### src/rtl/wb_pkg.sv
// Shared widths and constants for the write-back register file and its scoreboard.
package wb_pkg;

  localparam int DATA_W = 16;
  localparam int ADDR_W = 4;
  localparam int NREGS  = 2 ** ADDR_W;

  localparam logic [ADDR_W-1:0] REG_ZERO = 4'd0;

endpackage

### src/rtl/reg_scoreboard.sv
// Busy-bit scoreboard: one pending-write flag per GPR, raising hazard on RAW/WAW conflicts.
module reg_scoreboard
  import wb_pkg::*;
(
  input  logic              clk,
  input  logic              reset,
  input  logic              wb_en,
  input  logic [ADDR_W-1:0] wb_addr,
  input  logic [ADDR_W-1:0] ra_addr,
  input  logic [ADDR_W-1:0] rb_addr,
  input  logic              iss_en,
  input  logic [ADDR_W-1:0] iss_dst,
  output logic              hazard,
  output logic              iss_ok
);

  logic [NREGS-1:0] r_busy;
  logic [NREGS-1:0] w_effBusy;
  logic [NREGS-1:0] w_busyNext;

  // A write-back landing this cycle releases its register for same-cycle readers.
  always_comb begin
    w_effBusy = r_busy;
    if (wb_en) begin
      w_effBusy[wb_addr] = 1'b0;
    end
  end

  assign hazard = iss_en & (w_effBusy[ra_addr] | w_effBusy[rb_addr] | w_effBusy[iss_dst]);
  assign iss_ok = iss_en & ~hazard;

  // Set is applied after clear so a new producer keeps the register busy.
  always_comb begin
    w_busyNext = r_busy;
    if (wb_en) begin
      w_busyNext[wb_addr] = 1'b0;
    end
    if (iss_ok && (iss_dst != REG_ZERO)) begin
      w_busyNext[iss_dst] = 1'b1;
    end
    w_busyNext[0] = 1'b0;
  end

  always_ff @(posedge clk) begin
    if (reset) begin
      r_busy <= '0;
    end else begin
      r_busy <= w_busyNext;
    end
  end

endmodule

### src/rtl/wb_regfile16x16.sv
// 16x16 GPR file with two registered, write-through read ports and a hazard scoreboard.
module wb_regfile16x16
  import wb_pkg::*;
(
  input  logic              clk,
  input  logic              reset,
  input  logic              wb_en,
  input  logic [ADDR_W-1:0] wb_addr,
  input  logic [DATA_W-1:0] wb_data,
  input  logic [ADDR_W-1:0] ra_addr,
  input  logic [ADDR_W-1:0] rb_addr,
  output logic [DATA_W-1:0] ra_data,
  output logic [DATA_W-1:0] rb_data,
  input  logic              iss_en,
  input  logic [ADDR_W-1:0] iss_dst,
  output logic              hazard,
  output logic              iss_ok
);

  logic [DATA_W-1:0] r_regs [NREGS];
  logic [DATA_W-1:0] r_raData;
  logic [DATA_W-1:0] r_rbData;
  logic [DATA_W-1:0] w_raNext;
  logic [DATA_W-1:0] w_rbNext;
  logic              w_wbLive;

  assign w_wbLive = wb_en && (wb_addr != REG_ZERO);

  // r0 reads zero outright; otherwise a same-cycle write-back overrides the stored value.
  always_comb begin
    w_raNext = r_regs[ra_addr];
    w_rbNext = r_regs[rb_addr];
    if (w_wbLive && (wb_addr == ra_addr)) begin
      w_raNext = wb_data;
    end
    if (w_wbLive && (wb_addr == rb_addr)) begin
      w_rbNext = wb_data;
    end
    if (ra_addr == REG_ZERO) begin
      w_raNext = '0;
    end
    if (rb_addr == REG_ZERO) begin
      w_rbNext = '0;
    end
  end

  always_ff @(posedge clk) begin
    if (reset) begin
      for (int i = 0; i < NREGS; i++) begin
        r_regs[i] <= '0;
      end
      r_raData <= '0;
      r_rbData <= '0;
    end else begin
      if (w_wbLive) begin
        r_regs[wb_addr] <= wb_data;
      end
      r_raData <= w_raNext;
      r_rbData <= w_rbNext;
    end
  end

  assign ra_data = r_raData;
  assign rb_data = r_rbData;

  reg_scoreboard uScoreboard (
    .clk     (clk),
    .reset   (reset),
    .wb_en   (wb_en),
    .wb_addr (wb_addr),
    .ra_addr (ra_addr),
    .rb_addr (rb_addr),
    .iss_en  (iss_en),
    .iss_dst (iss_dst),
    .hazard  (hazard),
    .iss_ok  (iss_ok)
  );

endmodule

### config.mk
export PLATFORM = sky130hd
export DESIGN_NAME = wb_regfile16x16
export DESIGN_NICKNAME = d
export VERILOG_FILES = /design/src/rtl/wb_pkg.sv /design/src/rtl/reg_scoreboard.sv /design/src/rtl/wb_regfile16x16.sv
export SDC_FILE = /design/constraint.sdc
export NUM_CORES = 1
export LEC_CHECK = 0
export ABC_AREA = 0
export CAP_MARGIN = 20
export CORE_MARGIN = 8
export CORE_UTILIZATION = 61
export DETAILED_ROUTE_END_ITERATION = 12
export PLACE_DENSITY = 0.78
export SYNTH_ARGS = -nofsm -noshare
export SYNTH_HDL_FRONTEND = slang
export SYNTH_HIERARCHICAL = 1
export SYNTH_SLANG_ARGS = --single-unit
### constraint.sdc
create_clock -name clk -period 3.7 [get_ports clk]
set_input_delay 0.925 -clock clk [delete_from_list [all_inputs] [get_ports clk]]
set_output_delay 0.925 -clock clk [all_outputs]
set_load 0.01 [all_outputs]
; Word level (Yosys, flattened, before mapping)
; Memory sizes are Yosys's and may differ from the RTL's. A register that Yosys moved wholly into a read port is not among the register bits.
; Index checks and enable logic that the tools add are counted.
[op_classes]
n_lt_le_gt_ge = 6
n_reduce_logical = 11
bitwise = 8
muxes = 20
[ops]
columns = op, n
row1 = 2-to-1 mux 16 bit, 3
row2 = < comparator 4 x 5 -> 1 bit (second input constant), 4
row3 = bitwise AND 16 bit, 1
row4 = inverter 16 bit, 1
row5 = OR 16 bit, 1
row6 = OR reduction 16 bit, 1
row7 = binary-select mux 1 bit (select 4 bit), 3
row8 = 2-to-1 mux 1 bit, 11
row9 = demux 1 bit (select 4 bit), 2
row10 = >= comparator 4 x 1 -> 1 bit (second input constant), 2
row11 = logical NOT 4 bit, 2
row12 = nonzero test 4 bit, 2
row13 = logical AND 1 bit, 4
row14 = 2-to-1 mux 4 bit, 1
row15 = OR reduction 2 bit, 2
row16 = bitwise AND 1 bit, 2
row17 = OR 1 bit, 2
row18 = inverter 1 bit, 1
[totals]
inputBits = 36
memories = 1
reg_bits = 16
word_cells = 48
ram_bits = 256
output_inout_bits = 34
[memory_table]
columns = memory, words, width, read_ports, rd_ports_with_merged_regs, write_ports, line_no
row1 = r_regs, 16, 16, 2, 2, 16, wb_regfile16x16.sv:20  ; logic [DATA_W-1:0] r_regs [NREGS];

; Depth between registers and ports, before layout
[depth]
depth_word = 16
depth_mapped = 9
ltp_nobuf = 7

; Cells and area by module
; Netlist, hierarchy kept.
[modules_own_cells]
columns = module, instances, cells_per_inst, seq_area_each_um2, area_each_um2
row1 = wb_regfile16x16, 1, 1081, 8328.0, 14808.0
row2 = reg_scoreboard, 1, 174, 300.3, 1407.6

; Worst setup path after synthesis
; No wires, ideal clock.
[synth_path]
path_type = input -> output
start = input wb_addr[2]
end = output iss_ok
required_ns = 2.775
arrival_ns = 2.614
n_path_buf = 1
slack_ns = 0.161
stages = 8
cell_sequence = buf_4 > or3b_4 > o221ai_1 > nand4_1 > a2111oi_0 > and4bb_1 > and2_2 > and3_1
[synth_via]
elab_chain_cells = 14
elab_cells_between_ends = 19
classes_between = order compare: 2 / mux: 9 / bitwise: 7 / reduce/logical: 1
[synth_rtl]
columns = element, line_no
row1 = start: declaration, wb_regfile16x16.sv:8  ; input logic [ADDR_W-1:0] wb_addr,
row2 = < comparator 4 x 5 -> 1 bit (implied by the code) or >= comparator 4 x 1 -> 1 bit (tied branches), reg_scoreboard.sv:25  ; w_effBusy[wb_addr] = 1'b0;
row3 = logical AND 1 bit (implied by the code), reg_scoreboard.sv:25
row4 = 2-to-1 mux 1 bit (implied by the code), reg_scoreboard.sv:25
row5 = demux 1 bit (select 4 bit) (*), -
row6 = inverter 16 bit (no source line) (*), -
row7 = bitwise AND 16 bit (no source line) (*), -
row8 = 2-to-1 mux 16 bit (*), reg_scoreboard.sv:24  ; if (wb_en) begin
row9 = binary-select mux 1 bit (select 4 bit), reg_scoreboard.sv:29  ; assign hazard = iss_en & (w_effBusy[ra_addr] | w_effBusy[rb_addr] | w_effBusy[iss_dst]);
row10 = 2-to-1 mux 1 bit (implied by the code), reg_scoreboard.sv:29
row11 = OR 1 bit, reg_scoreboard.sv:29
row12 = OR 1 bit (*), reg_scoreboard.sv:29
row13 = bitwise AND 1 bit (*), reg_scoreboard.sv:29
row14 = inverter 1 bit (*), reg_scoreboard.sv:30  ; assign iss_ok = iss_en & ~hazard;
row15 = bitwise AND 1 bit (*), reg_scoreboard.sv:30
row16 = end: declaration, wb_regfile16x16.sv:17  ; output logic iss_ok
; Every way passes the cells marked *; elsewhere a longest branch is shown, timed or not. The select of a mux whose other input is x is not followed.

; Worst setup path after layout
[layout_path]
start = input wb_addr[1]
end = output iss_ok
; The elaborated chain is that of the path after synthesis.

==> metrics.cfg <==
[route]
route.vias.total=11900
drt_wl_total_um=48200
drtIter0Drc=1514
drc=0
wl_per_cell_um=27.6
avgViaCountPerCell=6.82
firstDrtPassIters=6
final_antenna_net_count=0

[timing]
layout_min_cycle_time_ns=3.70
setup_viol=0
max_slew_margin_pct=42.5
holdWs_ns=0.533
maxSlewViolCount=0
fin_crit_sh_pct=100
rsz0062_at_grt=true
fmaxAchievable_mhz=270
worstMarginPinSlew_ns=0.862
hold_violations=0
clock_skew_ns=0.0290

[setup_path]
cp-start-kind=input port
cp.depth=10
crit_path_frequent_cell=buf_6
cp_cell_sequence=buf_8, buf_6, or3b_4, o21ai_4, o22ai_2, a311o_1, and4bb_1, and2_4, and3_4, buf_6
crit_slowest_cell=or3b_4
ff2ff_setup_slack_ns=1.55
crit_type=in2out
worst_setup_path_end_kind=output pin
critical-path-top-delay-family=simple AND/OR/NAND/NOR gates
critPathMaxStageDelay_ns=0.40
r2r_cells=10
critical_path_peak_fanout=7
cp.arrival_ns=2.77
cp_num_buf_inv=3
crit_required_ns=2.77

[cells_and_area]
final_cell_mix=edfxtp_1 (256), and2_1 (242), mux2i_1 (128)
final_common_cell=edfxtp_1
n_antenna_cell=0
final_util_pct=72.6
area_growth_syn_to_layout_pct=16.7
finalNonFillerCells=1745
nets=1421
drive_above_1_share_pct=23.0
fillers=1741

[grt]
grt_max_degree=49
grt_pass1_wl_um=74100
grt_pass1_vias=12000
grt_usage_pct=30.7
grt-ovfl-total=0
antenna_found_initial=1

[synthesis]
synth_top_area_share_pct=47.4
yosysWarningCount=6
yosysUniqueCellTypes=73
synth_top_area_cell=edfxtp_1
synth_edf_count=256
async_flop_share_pct=0
synth-seq-cells=303
synth_flop_cell=edfxtp_1
ys_seq_area_share_pct=53.2
syn_area_sq_um=16200
synth.area.top_cells=edfxtp_1 (47%), and2_1 (9.3%), mux4_2 (9.0%)
avgSynthCellArea_sq_um=12.9
synthCells=1255

[clock_network]
clockBufferDepth=3
cts_root_buffer=clkbuf_16
cts_tree=built
clock-sinks=303
ctsHoldBuffers=0
clk_pin_slew_worst_paths_ns=0.06
htreeDepth=1
cts-buffers-inserted=31
clock_latency_ns=0.59

[floorplan]
die_y_um=179
ios=70
rows=59
core_sq_um=26100
die_area_sq_um=32100
initial_core_util_pct=62.2
die_w_um=179

[placement]
dp.cells=1681
place_hpwl_um=32800
numPortBuffers=69
globalplace.congestion=0.927

[pwr]
power_frac_seq_pct=49.1
swShare_pct=25.3
switching_power_uw=2070
vdd_drop_max_mv=0.384
p_clk_share_pct=37.5
p_per_area_nw_per_um2=432
p_comb_share_pct=13.4
p_int_uw=6110
leakage_uw=0.00693

[run_status]
status=completed

[worst_hold_path]
hold_path_depth=2
hold_path.class=reg2reg

[run]
max_cap_viol_count=0

-- cell usage after synthesis (5+ instances only) --
cell type	n
a211oi_1	32
a21oi_1	9
a31oi_1	31
and2_1	242
buf_2	29
buf_4	15
buf_6	11
clkbuf_1	55
dfxtp_1	47
edfxtp_1	256
inv_1	7
mux2i_1	128
mux4_2	65
nand2_1	17
nand2b_1	8
nand3_1	34
nand3b_1	6
nor2_1	20
nor2b_1	9
o2111ai_1	5
o21ai_0	12
o22ai_1	69
o31ai_1	32
o32ai_1	7
or2_2	16
or3b_1	5
xnor2_1	8
-- registers in the layout, summed over array words and instances (netlist names) --
signal	cells
r_regs	256
ra_data	16
rb_data	16
uScoreboard/r_busy	15
-- path summary, 6_finish.rpt --
| kind | startpoint | to |
|---|---|---|
| hold reg to reg | uScoreboard/r_busy[8]$_SDFF_PP0_ | uScoreboard/r_busy[8]$_SDFF_PP0_ |
| setup reg to reg | uScoreboard/r_busy[1]$_SDFF_PP0_ | uScoreboard/r_busy[10]$_SDFF_PP0_ |
| hold / removal | uScoreboard/r_busy[8]$_SDFF_PP0_ | uScoreboard/r_busy[8]$_SDFF_PP0_ |
| setup / recovery | wb_addr[1] | iss_ok |
-- worst min-delay path: cells and delay by family (launching register included) --
kind,cells,cell delay [ns]
DFF,1,0.34
and+or+nand+nor,1,0.09
AOI/OAI and AO/OA,1,0.06
-- logic make-up (layout without fill, tap and decap cells) --
kind of cell | after synthesis | count (layout) | share of synthesized area [%]
xor+xnor | 8 | 8 | 0.432
other cells | 1 | 16 | 0.0231
mux | 197 | 197 | 17.2
compound gates | 228 | 228 | 10.1
simple gates | 395 | 395 | 15.1
flops | 303 | 303 | 53.2
buf+inv | 123 | 263 | 3.95
-- routing by layer --
metal	GRT usage, %	routed length [um]	part of all wire, %
met3	6.51	5510	11
met4	11.2	1610	3.3
met1	41.4	18600	38
met5	0	12	0.025
met2	48.5	22500	47
-- power groups by stage --
stage	sequential, uW	clock [uW]	combinational (uW)
global route	4040	3230	1150
floorplan	4060	0	615
CTS	4010	3080	1070
detailed placement	4080	0	1050
global placement	4060	0	1030
finish	4020	3070	1090
-- layout make-up --
type                    instances  area (sq um)  share of cell area (%)
flip-flops and latches        303          8630                    45.6
multi-input cells             844          7130                    37.7
repair buffers                198          1710                    9.02
clock buffers                  42           901                    4.76
well taps                     335           419                    2.22
clock inverters                16           105                   0.556
inverters                       7          26.3                   0.139
-- per-stage QoR --
step	power (uW)	setup slack, ns	area [sq um]	TNS (ns)
2_1_floorplan	4680	0.161	16300	0
3_3_place_gp	5090	-1.03	17700	-2.03
3_5_place_dp	5130	-1.08	17700	-2.30
4_1_cts	8170	-0.00851	18900	-0.00851
5_1_grt	8410	-0.0671	18900	-0.0671
6_report	8180	0.00178	18900	0
-- timing repair --
action,4_1_cts,5_1_grt
buffers inserted,6,0
gates resized for setup,85,8
pin swaps,12,6
endpoints found under the setup margin,2,2
hold endpoints to repair,0,0
Note: power is estimated with default switching activity, not from simulation.
==> RTL change 1 (config.mk and constraints unchanged) <==
The package constant `ADDR_W` goes from 4 to 5.
--- a/src/rtl/wb_pkg.sv
+++ b/src/rtl/wb_pkg.sv
@@ -4,3 +4,3 @@
   localparam int DATA_W = 16;
-  localparam int ADDR_W = 4;
+  localparam int ADDR_W = 5;
   localparam int NREGS  = 2 ** ADDR_W;
Interface: changed (resized iss_dst, ra_addr, rb_addr and wb_addr); port bits go from 70 to 74. The function was not compared with the original's and may differ.
==> RTL change 1 against the original RTL <==
The flow now finishes with violations (setup timing). Design area up 97%. Synthesized area grew 96%. Sequential cell count grew 272. Largest power group unchanged. Total power rose by 99%. Sequential share of layout area fell by 0.95 points. Clock skew rose by 0.023 ns. Wire length up 120%. Hold slack lost 0.014 ns. Count of clock-buffer cells in the layout is 35 higher. Setup slack got worse by 0.62 ns.
==> RTL change 1: results (changes against the original RTL) <==
Violated checks: setup timing
EDFF count, synth: 512 (+100%)
Starting DRC count in detailed routing: 3,498 (+130%)
HP Start: uScoreboard/r_busy[25]
Hold slack: 0.519 ns (-0.0141 ns)
Synth top area cells: edfxtp_1 48%, mux4_2 16%, and2_1 9.9%
Min-Delay Endpoint: uScoreboard/r_busy[25]
Setup TNS: -1.19 ns (-1.19 ns)
Peak supply drop: 0.428 mV (+11%)
Yosys cell types: 84 (+15%)
Status: finished, violations left
Worst Setup Slack, final: -0.615 ns (-0.616 ns)
Slew @ Worst Pin: 0.956 ns (+0.0932 ns)
Largest net degree at the start of global routing: 102 (+110%)
LEAKAGE: 13.5 nW (+94%)
Inserted Clock Buffers: 59 (+90%)
Worst Path Max Fanout: 5 (-2)
Via count: 23,350 (+96%)
R2r worst-path depth: 11 (+1)
DP HPWL: 70,300 um (+110%)
Share of cells above drive strength 1: 30.6% (+7.6 points)
# setup viols final: 2 (+2)
GR Util met2: 55.5% (+6.9 points)
Synth cell count leaders: 512 x edfxtp_1, 500 x and2_1, 222 x mux4_2
Placed instance count: 3,212 (+91%)
Initial antenna violation count: 4 (+3)
Worst-Skew Late Latency: 0.65 ns (+0.06 ns)
CP top delay family: compound AO/OA/AOI/OAI gates
Metal2 WL: 49,600 um (+120%)
-- RTL change 1: changes by cell type after synthesis, sizes merged, moves of 25 or more --
cell    delta
and2     +257
edfxtp   +256
mux4     +157
clkbuf    +84
nand2     +82
mux2      +62
o22ai     -42
nor2      +35
o21ai     +34
nand3     +33
a22oi     +28
a31oi     -27
buf       +26
mux2i     -25
-- RTL change 1: cell families (layout without fill, tap and decap cells) --
group	Yosys count	in the layout	synth area share [%]
simple gates	883	883	16.4
flops	575	575	52.4
mux	391	391	21.3
compound gates	266	266	6.28
buf+inv	235	516	3.31
xor+xnor	10	10	0.276
other cells	1	21	0.0118
-- RTL change 1: how the worst max path moves through the flow --
| stage | from | to | slack [ns] | depth (start not counted) |
|---|---|---|---|---|
| floorplan | wb_addr[2] | iss_ok | -0.29 | 8 |
| global placement | wb_addr[1] | hazard | -1.42 | 10 |
| detailed placement | wb_addr[1] | hazard | -1.45 | 10 |
| CTS | wb_addr[1] | hazard | -0.62 | 11 |
| global route | wb_addr[1] | hazard | -0.64 | 11 |
| finish | wb_addr[3] | hazard | -0.61 | 14 |
-- RTL change 1: layout make-up --
cell class,count,area [um^2],share of cell area (%)
antenna,5,12.5,0.0336
clock buffer,77,1710,4.59
clock inverter,34,397,1.06
inverter,9,33.8,0.0907
multi-input combinational,1566,14200,38.2
sequential,575,16600,44.7
tap,680,851,2.28
timing repair buffer,396,3380,9.07
-- RTL change 1: what timing repair did --
action,in CTS,in global routing
buffers inserted,7,4
endpoints found under the setup margin,2,2
pin swaps,12,9
cloned,1,1
gates resized for setup,55,17
-- RTL change 1: report_power, final --
| group | internal (mW) | switching [mW] | total [mW] |
|---|---|---|---|
| Clock | 3.75 | 2.64 | 6.39 |
| Combinational | 1.02 | 1.28 | 2.30 |
| Sequential | 7.42 | 0.191 | 7.61 |
==> RTL change 2 (same flow settings) <==
Without the edit above. Take the reset off `r_rbData` and load it in a clocked block of its own.
--- a/src/rtl/wb_regfile16x16.sv
+++ b/src/rtl/wb_regfile16x16.sv
@@ -52,3 +52,2 @@
       r_raData <= '0;
-      r_rbData <= '0;
     end else begin
@@ -58,4 +57,7 @@
       r_raData <= w_raNext;
-      r_rbData <= w_rbNext;
     end
+  end
+
+  always_ff @(posedge clk) begin
+    r_rbData <= w_rbNext;
   end
Check against the original RTL: not equivalent (Yosys sat finds a counterexample within 4 cycles, from zero or initial values and one cycle with reset high).
==> RTL change 2 against the original RTL <==
The run now ends with setup timing left. Sequential power barely moved. Design area grew 0.46%. Wire length decreased by 0.24%. Setup slack got worse by 0.043 ns. Sequential cell count unchanged. Clock power increased by 4%. Cell count rose by 0.29%. Total power grew 2.4%. Synthesized area up 0.38%. Count of clock-buffer cells in the layout fell by 1.
==> RTL change 2: results (changes against the original RTL) <==
Status: finished, violations left
Violated checks: setup timing
Fill cells: 1,758 (+0.98%)
EDFF count, synth: 256 (unchanged)
Area after DPL: 17,800 um^2 (+0.17%)
Vias per cell: 6.73 (-1.3%)
R2r worst-path depth: 11 (+1)
Routing usage on met1: 43.5% (+2.1 points)
Synth cell count leaders: 256 x edfxtp_1, 244 x and2_1, 128 x mux2i_1
Starting DRC count in detailed routing: 1,698 (+12%)
GP Congestion: 0.888 (-4.2%)
Sequential fraction of the synthesis area: 53.0% (-0.20 points)
Detailed Routing Iterations Pass 1: 7 (+1)
GR Util met2: 48.3% (-0.29 points)
Finished Layout Cells: 1,750 (+0.29%)
RR Startpoint: uScoreboard/r_busy[1]
Vias in the first global route: 11,665 (-2.9%)
Reg2reg setup slack: 1.47 ns (-0.08 ns)
Synth top area cells: edfxtp_1 47%, and2_1 9.4%, mux4_2 9.0%
Mean routed wirelength per cell: 27.5 um (-0.52%)
Metal2 WL: 22,200 um (-1.2%)
Detail Route met3 WL: 5070 um (-8.0%)
First-pass GRT wire length: 72,900 um (-1.7%)
DP HPWL: 32,400 um (-1.5%)
Setup TNS: -0.0414 ns (-0.0414 ns)
Worst min path class: reg -> reg
Syn Inst Count: 1,259 (+0.32%)
Worst Path Max Fanout: 5 (-2)
R2r endpoint: uScoreboard/r_busy[15]
Antenna Diode Count: 0 (unchanged)
Nets: 1,426 (+0.35%)
Yosys cell types: 76 (+4.1%)
# setup viols final: 1 (+1)
Inserted Clock Buffers: 31 (unchanged)
M3 GR Usage: 5.26% (-1.2 points)
PortBufs: 69 (unchanged)
M1 wire length: 19,700 um (+6.0%)
LEAKAGE: 7.00 nW (+0.90%)
Slew @ Worst Pin: 0.865 ns (+0.00230 ns)
Largest net degree at the start of global routing: 50 (+2.0%)
Worst Setup Slack, final: -0.0414 ns (-0.0431 ns)
Initial antenna violation count: 2 (+1)
Max FFs per register: 256 (unchanged)
Fraction of registers with async set/reset: 0% (unchanged)
Final Skew: 0.0149 ns (-0.0141 ns)
Peak supply drop: 0.458 mV (+19%)
Post-Place Worst Slack: -1.10 ns (-0.0221 ns)
Placed instance count: 1,686 (+0.30%)
Post-layout util: 72.7% (+0.13 points)
Worst EP arrival: 2.82 ns (+0.05 ns)
GRT Util Overall: 30.3% (-0.36 points)
Share of cells above drive strength 1: 23.0% (-0.081 points)
==> RTL change 2: kinds of logic after synthesis <==
family	Yosys count	share of synthesized area (%)
AO/OA/AOI/OAI	228	10.1
XOR/XNOR	6	0.369
buffers and inverters	122	4.13
flip-flops	303	53.0
multiplexers	197	17.1
other	1	0.0230
AND/OR/NAND/NOR	402	15.3
==> RTL change 2: layout make-up <==
type,count,area share (%)
flip-flops and latches,303,45.4
multi-input cells,849,37.8
repair buffers,198,8.97
clock buffers,41,4.65
well taps,335,2.21
clock inverters,17,0.836
inverters,7,0.138
==> RTL change 2: worst max-delay path: stages <==
cell and delay (ns):
buf_6 0.10, buf_6 0.12, o41ai_4 0.33, buf_4 0.16, buf_4 0.10, o22ai_1 0.07, a311o_1 0.27, and4bb_1 0.31
and2_4 0.16, and3_4 0.17, buf_6 0.09
==> RTL change 2: worst min-delay path by stage <==
stage,start,endpoint,cells after the start,slack (ns)
after floorplan,uScoreboard/r_busy[8],uScoreboard/r_busy[8],2,0.46
after global routing,uScoreboard/r_busy[8],uScoreboard/r_busy[8],2,0.58
after detailed placement,uScoreboard/r_busy[8],uScoreboard/r_busy[8],2,0.53
after CTS,uScoreboard/r_busy[8],uScoreboard/r_busy[8],2,0.53
final,uScoreboard/r_busy[8],uScoreboard/r_busy[8],2,0.54
after global placement,uScoreboard/r_busy[8],uScoreboard/r_busy[8],2,0.52
==> RTL change 2: where the power goes <==
part | internal [mW] | leakage (nW) | switching (mW)
combinational | 0.512 | 3.65 | 0.652
clock | 1.83 | 0.514 | 1.35
sequential | 3.92 | 2.83 | 0.107
total | 6.26 | 7.00 | 2.11
==> RTL change 2: what timing repair did <==
action	4_1_cts	5_1_grt
endpoints found under the setup margin	2	2
pin swaps	11	4
setup buffers	6	0
resized for setup	80	13
